==> config.mk <==
export PLATFORM = sky130hd
export DESIGN_NAME = irq_controller_flat
export DESIGN_NICKNAME = d
export VERILOG_FILES = /design/src/rtl/irq_controller_if.sv /design/src/rtl/irq_controller.sv /design/src/flat_wrapper.sv
export SDC_FILE = /design/constraint.sdc
export NUM_CORES = 1
export LEC_CHECK = 0
export ABC_CLOCK_PERIOD_IN_PS = 2300
export BUFFER_PORTS_ARGS = -buffer_cell sky130_fd_sc_hd__buf_2
export CORE_MARGIN = 8
export CORE_UTILIZATION = 56
export CTS_CLUSTER_DIAMETER = 30
export DETAILED_ROUTE_END_ITERATION = 6
export PLACE_DENSITY = 0.81
export SYNTH_ARGS = -nofsm -noshare
export SYNTH_HDL_FRONTEND = slang
export SYNTH_SLANG_ARGS = --single-unit
export TNS_END_PERCENT = 10
==> constraint.sdc <==
create_clock -name clock -period 2.3 [get_ports clock]
set_input_delay 0.23 -clock clock [delete_from_list [all_inputs] [get_ports clock]]
set_output_delay 0.23 -clock clock [all_outputs]
set_load 0.05 [all_outputs]
==> src/rtl/irq_controller_if.sv <==
// ---------------------------------------------------------------------------
// irq_controller_if
// Bus between the interrupt controller and the CPU core.
//   mask_wr, mask_din  : core loads the source mask (1 = masked)
//   ei, di, eoi        : one-cycle pulses from EI, DI and return-from-interrupt
//   irq_ack            : core accepts the presented vector at an instruction boundary
//   irq_req, irq_vec   : request and jump target presented to the core
//   ien                : global interrupt enable flag
//   mask, pending      : current mask register and latched requests
//   in_service         : one-hot source being serviced, 0 when none
// Modports: master = core side, slave = controller side.
// ---------------------------------------------------------------------------
interface irq_controller_if #(
    parameter int NUM_SRC = 4
);
    logic               mask_wr;
    logic [NUM_SRC-1:0] mask_din;
    logic               ei;
    logic               di;
    logic               eoi;
    logic               irq_ack;
    logic               irq_req;
    logic [7:0]         irq_vec;
    logic               ien;
    logic [NUM_SRC-1:0] mask;
    logic [NUM_SRC-1:0] pending;
    logic [NUM_SRC-1:0] in_service;

    modport master (
        output mask_wr, mask_din, ei, di, eoi, irq_ack,
        input  irq_req, irq_vec, ien, mask, pending, in_service
    );

    modport slave (
        input  mask_wr, mask_din, ei, di, eoi, irq_ack,
        output irq_req, irq_vec, ien, mask, pending, in_service
    );
endinterface

==> src/rtl/irq_controller.sv <==
// ---------------------------------------------------------------------------
// irq_controller
// Prioritised interrupt controller for the 8-bit matrix CPU. Raw active-low
// buttons are synchronised, debounced and edge-detected into pending bits;
// the lowest-index unmasked pending source is presented to the core with a
// req/ack handshake and tracked as in-service until end of interrupt.
// Ports:
//   clock    : system clock, rising edge
//   rst      : asynchronous, active-low reset
//   src_n_i  : raw button inputs, active-low, asynchronous
//   bus      : core-facing bus (irq_controller_if.slave)
// ---------------------------------------------------------------------------
module irq_controller #(
    parameter int NUM_SRC    = 4,
    parameter int DB_CYCLES  = 3,
    parameter int VEC_BASE   = 2,
    parameter int VEC_STRIDE = 2
) (
    input  logic               clock,
    input  logic               rst,
    input  logic [NUM_SRC-1:0] src_n_i,
    irq_controller_if.slave    bus
);

    localparam int IDW = (NUM_SRC > 1) ? $clog2(NUM_SRC) : 1;

    typedef enum logic [1:0] {IDLE, REQ, SERVICE} state_t;

    logic [NUM_SRC-1:0]      sync1_q, sync2_q;
    logic [NUM_SRC-1:0]      level_q, level_d, levelPrev_q;
    logic [NUM_SRC-1:0][3:0] cnt_q, cnt_d;
    logic [NUM_SRC-1:0]      pending_q, pending_d;
    logic [NUM_SRC-1:0]      mask_q, mask_d;
    logic [NUM_SRC-1:0]      rise, eligible, ackClr;
    logic [NUM_SRC-1:0]      inService_q;
    logic [IDW-1:0]          id_q, winner;
    state_t                  state_q;
    logic                    irqReq_q;
    logic [7:0]              irqVec_q;
    logic                    ien_q;
    logic                    ackNow;
    logic                    withdraw;

    // Jump target of a source, wrapped to the 8-bit address space.
    function automatic logic [7:0] vecOf(input logic [IDW-1:0] id);
        logic [31:0] v;
        v = 32'(VEC_BASE) + 32'(id) * 32'(VEC_STRIDE);
        return v[7:0];
    endfunction

    // Debounce: a level flips only after DB_CYCLES consecutive disagreeing
    // synchronised samples; any agreeing sample restarts the count.
    always_comb begin
        level_d = level_q;
        cnt_d   = cnt_q;
        for (int i = 0; i < NUM_SRC; i++) begin
            if (~sync2_q[i] != level_q[i]) begin
                if (cnt_q[i] + 4'd1 == 4'(DB_CYCLES)) begin
                    level_d[i] = ~level_q[i];
                    cnt_d[i]   = 4'd0;
                end else begin
                    cnt_d[i] = cnt_q[i] + 4'd1;
                end
            end else begin
                cnt_d[i] = 4'd0;
            end
        end
    end

    // Pending bookkeeping: the ack clears only the old request, so a rising
    // edge landing in the same cycle still re-arms the source.
    always_comb begin
        rise      = level_q & ~levelPrev_q;
        ackNow    = (state_q == REQ) && bus.irq_ack;
        ackClr    = ackNow ? (NUM_SRC'(1) << id_q) : '0;
        pending_d = (pending_q & ~ackClr) | rise;
        mask_d    = bus.mask_wr ? bus.mask_din : mask_q;
        eligible  = pending_q & ~mask_q;
        withdraw  = mask_d[id_q] || bus.di;
    end

    // Priority encoder: lowest index wins, so scan downwards.
    always_comb begin
        winner = '0;
        for (int i = NUM_SRC - 1; i >= 0; i--) begin
            if (eligible[i]) begin
                winner = IDW'(i);
            end
        end
    end

    // Input datapath: synchroniser, debounce state and pending/mask registers.
    always_ff @(posedge clock or negedge rst) begin
        if (!rst) begin
            sync1_q     <= '1;
            sync2_q     <= '1;
            level_q     <= '0;
            levelPrev_q <= '0;
            cnt_q       <= '0;
            pending_q   <= '0;
            mask_q      <= '0;
        end else begin
            sync1_q     <= src_n_i;
            sync2_q     <= sync1_q;
            level_q     <= level_d;
            levelPrev_q <= level_q;
            cnt_q       <= cnt_d;
            pending_q   <= pending_d;
            mask_q      <= mask_d;
        end
    end

    // Request/service FSM with registered outputs. The vector is latched on
    // entry to REQ so a later higher-priority press cannot disturb it; ei/di
    // are ignored while a source is in service.
    always_ff @(posedge clock or negedge rst) begin
        if (!rst) begin
            state_q     <= IDLE;
            id_q        <= '0;
            irqReq_q    <= 1'b0;
            irqVec_q    <= 8'd0;
            ien_q       <= 1'b0;
            inService_q <= '0;
        end else begin
            case (state_q)
                IDLE: begin
                    irqReq_q <= 1'b0;
                    if (bus.di) begin
                        ien_q <= 1'b0;
                    end else if (bus.ei) begin
                        ien_q <= 1'b1;
                    end
                    if (ien_q && (eligible != '0)) begin
                        id_q     <= winner;
                        irqVec_q <= vecOf(winner);
                        irqReq_q <= 1'b1;
                        state_q  <= REQ;
                    end
                end
                REQ: begin
                    if (bus.irq_ack) begin
                        inService_q <= NUM_SRC'(1) << id_q;
                        ien_q       <= 1'b0;
                        irqReq_q    <= 1'b0;
                        state_q     <= SERVICE;
                    end else begin
                        if (bus.di) begin
                            ien_q <= 1'b0;
                        end else if (bus.ei) begin
                            ien_q <= 1'b1;
                        end
                        if (withdraw) begin
                            irqReq_q <= 1'b0;
                            state_q  <= IDLE;
                        end
                    end
                end
                SERVICE: begin
                    irqReq_q <= 1'b0;
                    if (bus.eoi) begin
                        inService_q <= '0;
                        ien_q       <= 1'b1;
                        state_q     <= IDLE;
                    end
                end
                default: begin
                    state_q <= IDLE;
                end
            endcase
        end
    end

    assign bus.irq_req    = irqReq_q;
    assign bus.irq_vec    = irqVec_q;
    assign bus.ien        = ien_q;
    assign bus.mask       = mask_q;
    assign bus.pending    = pending_q;
    assign bus.in_service = inService_q;

endmodule

==> src/flat_wrapper.sv <==
// flat-port wrapper written by rule: the top's interface ports become plain ports
module irq_controller_flat 
#(
    parameter int NUM_SRC    = 4,
    parameter int DB_CYCLES  = 3,
    parameter int VEC_BASE   = 2,
    parameter int VEC_STRIDE = 2
)
  (clock, rst, src_n_i, bus_mask_wr, bus_mask_din, bus_ei, bus_di, bus_eoi, bus_irq_ack, bus_irq_req, bus_irq_vec, bus_ien, bus_mask, bus_pending, bus_in_service);
  irq_controller_if #(.NUM_SRC(NUM_SRC)) bus_i ();
  input  logic clock;
  input  logic rst;
  input  logic [NUM_SRC-1:0] src_n_i;
  input wire logic [$bits(bus_i.mask_wr)-1:0] bus_mask_wr;
  input wire logic [$bits(bus_i.mask_din)-1:0] bus_mask_din;
  input wire logic [$bits(bus_i.ei)-1:0] bus_ei;
  input wire logic [$bits(bus_i.di)-1:0] bus_di;
  input wire logic [$bits(bus_i.eoi)-1:0] bus_eoi;
  input wire logic [$bits(bus_i.irq_ack)-1:0] bus_irq_ack;
  output wire logic [$bits(bus_i.irq_req)-1:0] bus_irq_req;
  output wire logic [$bits(bus_i.irq_vec)-1:0] bus_irq_vec;
  output wire logic [$bits(bus_i.ien)-1:0] bus_ien;
  output wire logic [$bits(bus_i.mask)-1:0] bus_mask;
  output wire logic [$bits(bus_i.pending)-1:0] bus_pending;
  output wire logic [$bits(bus_i.in_service)-1:0] bus_in_service;
  assign bus_i.mask_wr = bus_mask_wr;
  assign bus_i.mask_din = bus_mask_din;
  assign bus_i.ei = bus_ei;
  assign bus_i.di = bus_di;
  assign bus_i.eoi = bus_eoi;
  assign bus_i.irq_ack = bus_irq_ack;
  assign bus_irq_req = bus_i.irq_req;
  assign bus_irq_vec = bus_i.irq_vec;
  assign bus_ien = bus_i.ien;
  assign bus_mask = bus_i.mask;
  assign bus_pending = bus_i.pending;
  assign bus_in_service = bus_i.in_service;
  irq_controller #(.NUM_SRC(NUM_SRC), .DB_CYCLES(DB_CYCLES), .VEC_BASE(VEC_BASE), .VEC_STRIDE(VEC_STRIDE)) u_core (.clock(clock), .rst(rst), .src_n_i(src_n_i), .bus(bus_i));
endmodule
==> flow_summary.html <==
<table>
<tr><th>Metric</th><th>Value</th></tr>
<tr><th colspan="2">Worst setup path</th></tr>
<tr><td>Worst Setup Start Kind</td><td>flip-flop</td></tr>
<tr><td>Number of buffers and inverters on the critical path</td><td>1</td></tr>
<tr><td>Worst EP required</td><td>2500 ps</td></tr>
<tr><td>RR Startpoint</td><td>u_core.state_q[1]$_DFFE_PN0P_</td></tr>
<tr><td>Setup slack of the worst register-to-register path</td><td>380 ps</td></tr>
<tr><td>Top delay family on crit path</td><td>flip-flops</td></tr>
<tr><td>Worst EP arrival</td><td>about 2100 ps</td></tr>
<tr><td>R2r worst-path depth</td><td>6</td></tr>
<tr><td>Slowest cell on the critical path</td><td>dfrtp_1</td></tr>
<tr><td>Crit Path Category</td><td>reg2reg</td></tr>
<tr><td>Cell breakdown of the critical path</td><td>inv_1 &gt; ha_1 &gt; or3b_1 &gt; a221oi_4 &gt; a21oi_2 &gt; mux2_4</td></tr>
<tr><td>Worst flop-to-flop path endpoint</td><td>u_core.bus.irq_req$_DFFE_PN0P_</td></tr>
<tr><td>Worst path max stage delay</td><td>410 ps</td></tr>
<tr><td>Max FO, Critical Path</td><td>4</td></tr>
<tr><td>Kind of capture point of the worst setup path</td><td>flip-flop</td></tr>
<tr><th colspan="2">Power</th></tr>
<tr><td>Tot Pwr</td><td>3.42 mW</td></tr>
<tr><td>Share of total power in combinational logic</td><td>38.4%</td></tr>
<tr><td>Switching part of the total power</td><td>around 41%</td></tr>
<tr><td>Power share of the sequential group</td><td>42.8%</td></tr>
<tr><td>Worst voltage drop across the vdd grid</td><td>0.000711 V</td></tr>
<tr><td>Power spent charging and discharging nets</td><td>~1.4 mW</td></tr>
<tr><td>Internal power</td><td>2.02 mW</td></tr>
<tr><td>Ratio of total power to cell area</td><td>about 1200 nW/um2</td></tr>
<tr><td>Standby leakage power</td><td>1.32 nW</td></tr>
<tr><td>Fraction of power consumed by the clock network</td><td>18.8%</td></tr>
<tr><th colspan="2">Layout</th></tr>
<tr><td>Share of final-layout standard cells stronger than drive strength 1</td><td>a little under a quarter</td></tr>
<tr><td>Filler instances</td><td>roughly 330</td></tr>
<tr><td>Antenna diodes</td><td>0</td></tr>
<tr><td>Fin cells</td><td>302</td></tr>
<tr><td>Area added between synthesis and finish</td><td>13.6%</td></tr>
<tr><td>Layout Nets</td><td>277</td></tr>
<tr><td>Total non-filler cell area in the finished layout</td><td>2830 um2</td></tr>
<tr><th colspan="2">Route</th></tr>
<tr><td>Final Routed Wirelength</td><td>4400 um</td></tr>
<tr><td>Detailed Route Iter0 Violations</td><td>52</td></tr>
<tr><td>Number of search-and-repair iterations in the first detailed-routing pass</td><td>5</td></tr>
<tr><td>Detailed-route DRC error count</td><td>0</td></tr>
<tr><td>Count of nets left with antenna violations after detail routing</td><td>0</td></tr>
<tr><td>Detailed-route vias per instance</td><td>5.33</td></tr>
<tr><td>Vias</td><td>1611</td></tr>
<tr><td>Post-detailed-route wirelength per cell</td><td>14.6 um</td></tr>
<tr><th colspan="2">Hold path</th></tr>
<tr><td>Hold Startpoint</td><td>src_n_i[1]</td></tr>
<tr><td>Type of the most critical hold path</td><td>in2reg</td></tr>
<tr><td>Endpoint of the worst hold-timing path</td><td>u_core.sync1_q[1]$_DFF_PN1_</td></tr>
<tr><td>Hold path depth</td><td>1</td></tr>
<tr><th colspan="2">Clocking</th></tr>
<tr><td>Clock-pin slew on the worst setup and hold paths</td><td>~90 ps</td></tr>
<tr><td>CTS-repair resized insts</td><td>0</td></tr>
<tr><td>Clock insertion delay at the later pin of the skew report</td><td>310 ps</td></tr>
<tr><td>CTS tree</td><td>built</td></tr>
<tr><td>Total of hold buffers inserted after clock tree synthesis</td><td>1</td></tr>
<tr><td>Clk sinks</td><td>53</td></tr>
<tr><td>Setup Buffers After CTS</td><td>0</td></tr>
<tr><td># H-tree levels</td><td>2</td></tr>
<tr><td>Root buffer selected by CTS</td><td>clkbuf_8</td></tr>
<tr><td>CTS Buffer Depth</td><td>2</td></tr>
<tr><td>Number of buffers created by CTS</td><td>5</td></tr>
<tr><th colspan="2">Yosys</th></tr>
<tr><td>FFs w/ async S/R, synth</td><td>100%</td></tr>
<tr><td>Count of synthesis-stage warnings from yosys</td><td>0</td></tr>
<tr><td>Cell type contributing the most total cell area after synthesis</td><td>dfrtp_1</td></tr>
<tr><td>Synthesized instance count</td><td>approximately 210</td></tr>
<tr><td>Number of flops mapped to enable cells by yosys</td><td>0</td></tr>
<tr><td>Synthesized area per cell</td><td>11.7 um2</td></tr>
<tr><td>Total standard cell area after synthesis</td><td>about 2500 um2</td></tr>
<tr><td>Share of Yosys cell area claimed by the top area cell type</td><td>between 40 and 50%</td></tr>
<tr><td>Area contributors post-synth</td><td>dfrtp_1, dfstp_2, ha_1</td></tr>
<tr><td>Number of register bits inferred by synthesis</td><td>53</td></tr>
<tr><td>Number of library cell types mapped by synthesis</td><td>41</td></tr>
<tr><td>Portion of the post-synthesis area used by sequential elements</td><td>53.7%</td></tr>
<tr><td>Post-synth top flop</td><td>dfrtp_1</td></tr>
<tr><th colspan="2">Global routing</th></tr>
<tr><td>Maximum number of pins on one net before global-route repair</td><td>30</td></tr>
<tr><td>Global-route wire length before repair</td><td>around 7300 um</td></tr>
<tr><td>Number of antenna violations at the first check in global routing</td><td>0</td></tr>
<tr><td>Total grt overflow</td><td>0</td></tr>
<tr><td>Vias in the first global route</td><td>between 1.5k and 2k</td></tr>
<tr><td>Global-route usage over all layers</td><td>between 10% and 20%</td></tr>
<tr><th colspan="2">Die</th></tr>
<tr><td>Die width</td><td>82.7 um</td></tr>
<tr><td>Row count</td><td>24</td></tr>
<tr><td>Area of the core</td><td>4320 um2</td></tr>
<tr><td>Top-level port count</td><td>37</td></tr>
<tr><td>Effective utilization at floorplan</td><td>57.6%</td></tr>
<tr><td>Chip Height</td><td>82.7 um</td></tr>
<tr><td>Die footprint</td><td>roughly 6800 um2</td></tr>
<tr><th colspan="2">STA</th></tr>
<tr><td>Actual slew at the worst max-slew pin</td><td>between 500 and 600 ps</td></tr>
<tr><td>Fraction of the cycle the final worst path needs</td><td>83.7%</td></tr>
<tr><td>Max-slew violation count</td><td>0</td></tr>
<tr><td>Setup skew after layout</td><td>7.56 ps</td></tr>
<tr><td>Highest achievable clock rate</td><td>520 MHz</td></tr>
<tr><td>Total negative setup slack</td><td>0 ps</td></tr>
<tr><td>Min Clock Period, post-route</td><td>around 1900 ps</td></tr>
<tr><td>Final Hold Viols</td><td>0</td></tr>
<tr><td>Relative max-transition margin</td><td>62.7%</td></tr>
<tr><td>Setup repair after global routing missed its margin</td><td>false</td></tr>
<tr><td>Final count of negative-setup-slack endpoints</td><td>0</td></tr>
<tr><th colspan="2">Status</th></tr>
<tr><td>Outcome</td><td>finished clean</td></tr>
<tr><th colspan="2">Placement</th></tr>
<tr><td>Post-DP HPWL</td><td>3310 um</td></tr>
<tr><td>Cell count after placement</td><td>a little under 300</td></tr>
<tr><td>GPL Wtd Cong</td><td>0.831</td></tr>
<tr><td>IO buf count</td><td>31</td></tr>
<tr><td>Placed Instance Area</td><td>2690 um2</td></tr>
<tr><th colspan="2">Job</th></tr>
<tr><td>Max cap viols</td><td>0</td></tr>
</table>
[per-layer routing]
metal  routed length (um)  GRT usage (%)
met5                    0              0
met4                   59           5.34
met3                  347           5.95
met2                 2020           21.0
met1                 1970           18.0
[metrics by stage]
step	worst slack [ps]	hold WS, ps	util [%]
2_1_floorplan	338	-65.6	-
3_5_place_dp	401	255	62.2
3_3_place_gp	490	252	62.2
4_1_cts	397	2.77	65.2
6_report	376	16.4	65.4
5_1_grt	269	1.04	65.4
[registers in the layout (all words and copies together) (netlist names)]
register and count:
u_core.bus.irq_vec 3, u_core.state_q 2, u_core.levelPrev_q 4, u_core.bus.irq_req 1, u_core.bus.ien 1, u_core.sync1_q 4
u_core.cnt_q 16, u_core.bus.in_service 4, u_core.id_q 2, u_core.sync2_q 4, u_core.bus.pending 4, u_core.level_q 4
u_core.bus.mask 4
[cell type report]
| type | instances | area (um2) | area share, % |
|---|---|---|---|
| clock buffer | 6 | 82.6 | 2.92 |
| tap | 52 | 65.1 | 2.30 |
| multi-input combinational | 143 | 1070 | 37.7 |
| timing repair buffer | 34 | 195 | 6.90 |
| sequential | 53 | 1340 | 47.3 |
| inverter | 12 | 45.0 | 1.59 |
| clock inverter | 2 | 37.5 | 1.33 |
[how the worst max path moves through the flow]
stage	startpoint	cells past startpoint	endpoint
2_1_floorplan	u_core.bus.mask[1]$_DFF_PN0_	5	u_core.bus.irq_vec[2]$_DFFE_PN0P_
3_3_place_gp	u_core.state_q[1]$_DFFE_PN0P_	6	u_core.bus.irq_req$_DFFE_PN0P_
3_5_place_dp	u_core.state_q[1]$_DFFE_PN0P_	6	u_core.bus.irq_req$_DFFE_PN0P_
4_1_cts	u_core.state_q[1]$_DFFE_PN0P_	6	u_core.bus.irq_req$_DFFE_PN0P_
5_1_grt	u_core.state_q[1]$_DFFE_PN0P_	6	u_core.bus.irq_req$_DFFE_PN0P_
6_report	u_core.state_q[1]$_DFFE_PN0P_	6	u_core.bus.irq_req$_DFFE_PN0P_
[worst reg2reg max path: cells and delay by family (launching register included)]
family,cells,cell delay [ps]
buf+inv,1,100
simple gates,1,400
mux,1,310
flops,1,410
compound gates,2,400
fa+ha+maj,1,200
[logic make-up (layout without fill, tap and decap cells)]
family | count (synthesis) | after routing | synth area share, %
XOR/XNOR | 12 | 12 | 4.22
other | 1 | 5 | 0.151
flip-flops | 53 | 53 | 53.7
multiplexers | 15 | 15 | 6.78
buffers and inverters | 21 | 54 | 4.12
AO/OA/AOI/OAI | 37 | 37 | 11.6
adder cells (fa/ha/maj) | 13 | 13 | 6.53
AND/OR/NAND/NOR | 61 | 61 | 12.9
[power by group through the flow]
stage                     registers, mW  clock network, mW  logic (mW)
after detailed placement           1.48                  0        1.31
after floorplan                    1.73                  0       0.748
after CTS                          1.46              0.665        1.32
final                              1.46              0.645        1.31
after global routing               1.51              0.701        1.44
after global placement             1.46                  0        1.28
[cell usage after synthesis (5+ instances only)]
cell / n
nand2b_1: 5
dfrtp_1: 45
nor3_1: 17
ha_1: 13
nand2_1: 6
o21ai_0: 11
dfstp_2: 8
xor2_1: 8
nor2_1: 15
buf_4: 6
inv_1: 12
mux2i_1: 6
[layout by cell type (no fill, tap or decap), types with 2 or more instances in the layout]
cell / synthesis / routed
dfrtp_1: 45 / 45
buf_2: 1 / 31
nor3_1: 17 / 17
nor2_1: 15 / 15
ha_1: 13 / 13
inv_1: 12 / 12
o21ai_0: 11 / 11
xor2_1: 8 / 8
dfstp_2: 8 / 8
nand2_1: 6 / 6
mux2i_1: 6 / 6
clkbuf_8: 0 / 6
nand2b_1: 5 / 5
conb_1: 1 / 5
o31ai_1: 4 / 4
nor2b_1: 4 / 4
a21oi_1: 4 / 4
xnor2_1: 4 / 4
a21boi_0: 4 / 4
and3b_1: 4 / 4
o21a_1: 4 / 4
nand3_1: 4 / 4
mux2_1: 4 / 4
mux2_2: 3 / 3
mux2_4: 2 / 2
and2b_1: 2 / 2
dlygate4sd3_1: 0 / 2
Power figures use the tool's default switching activity.
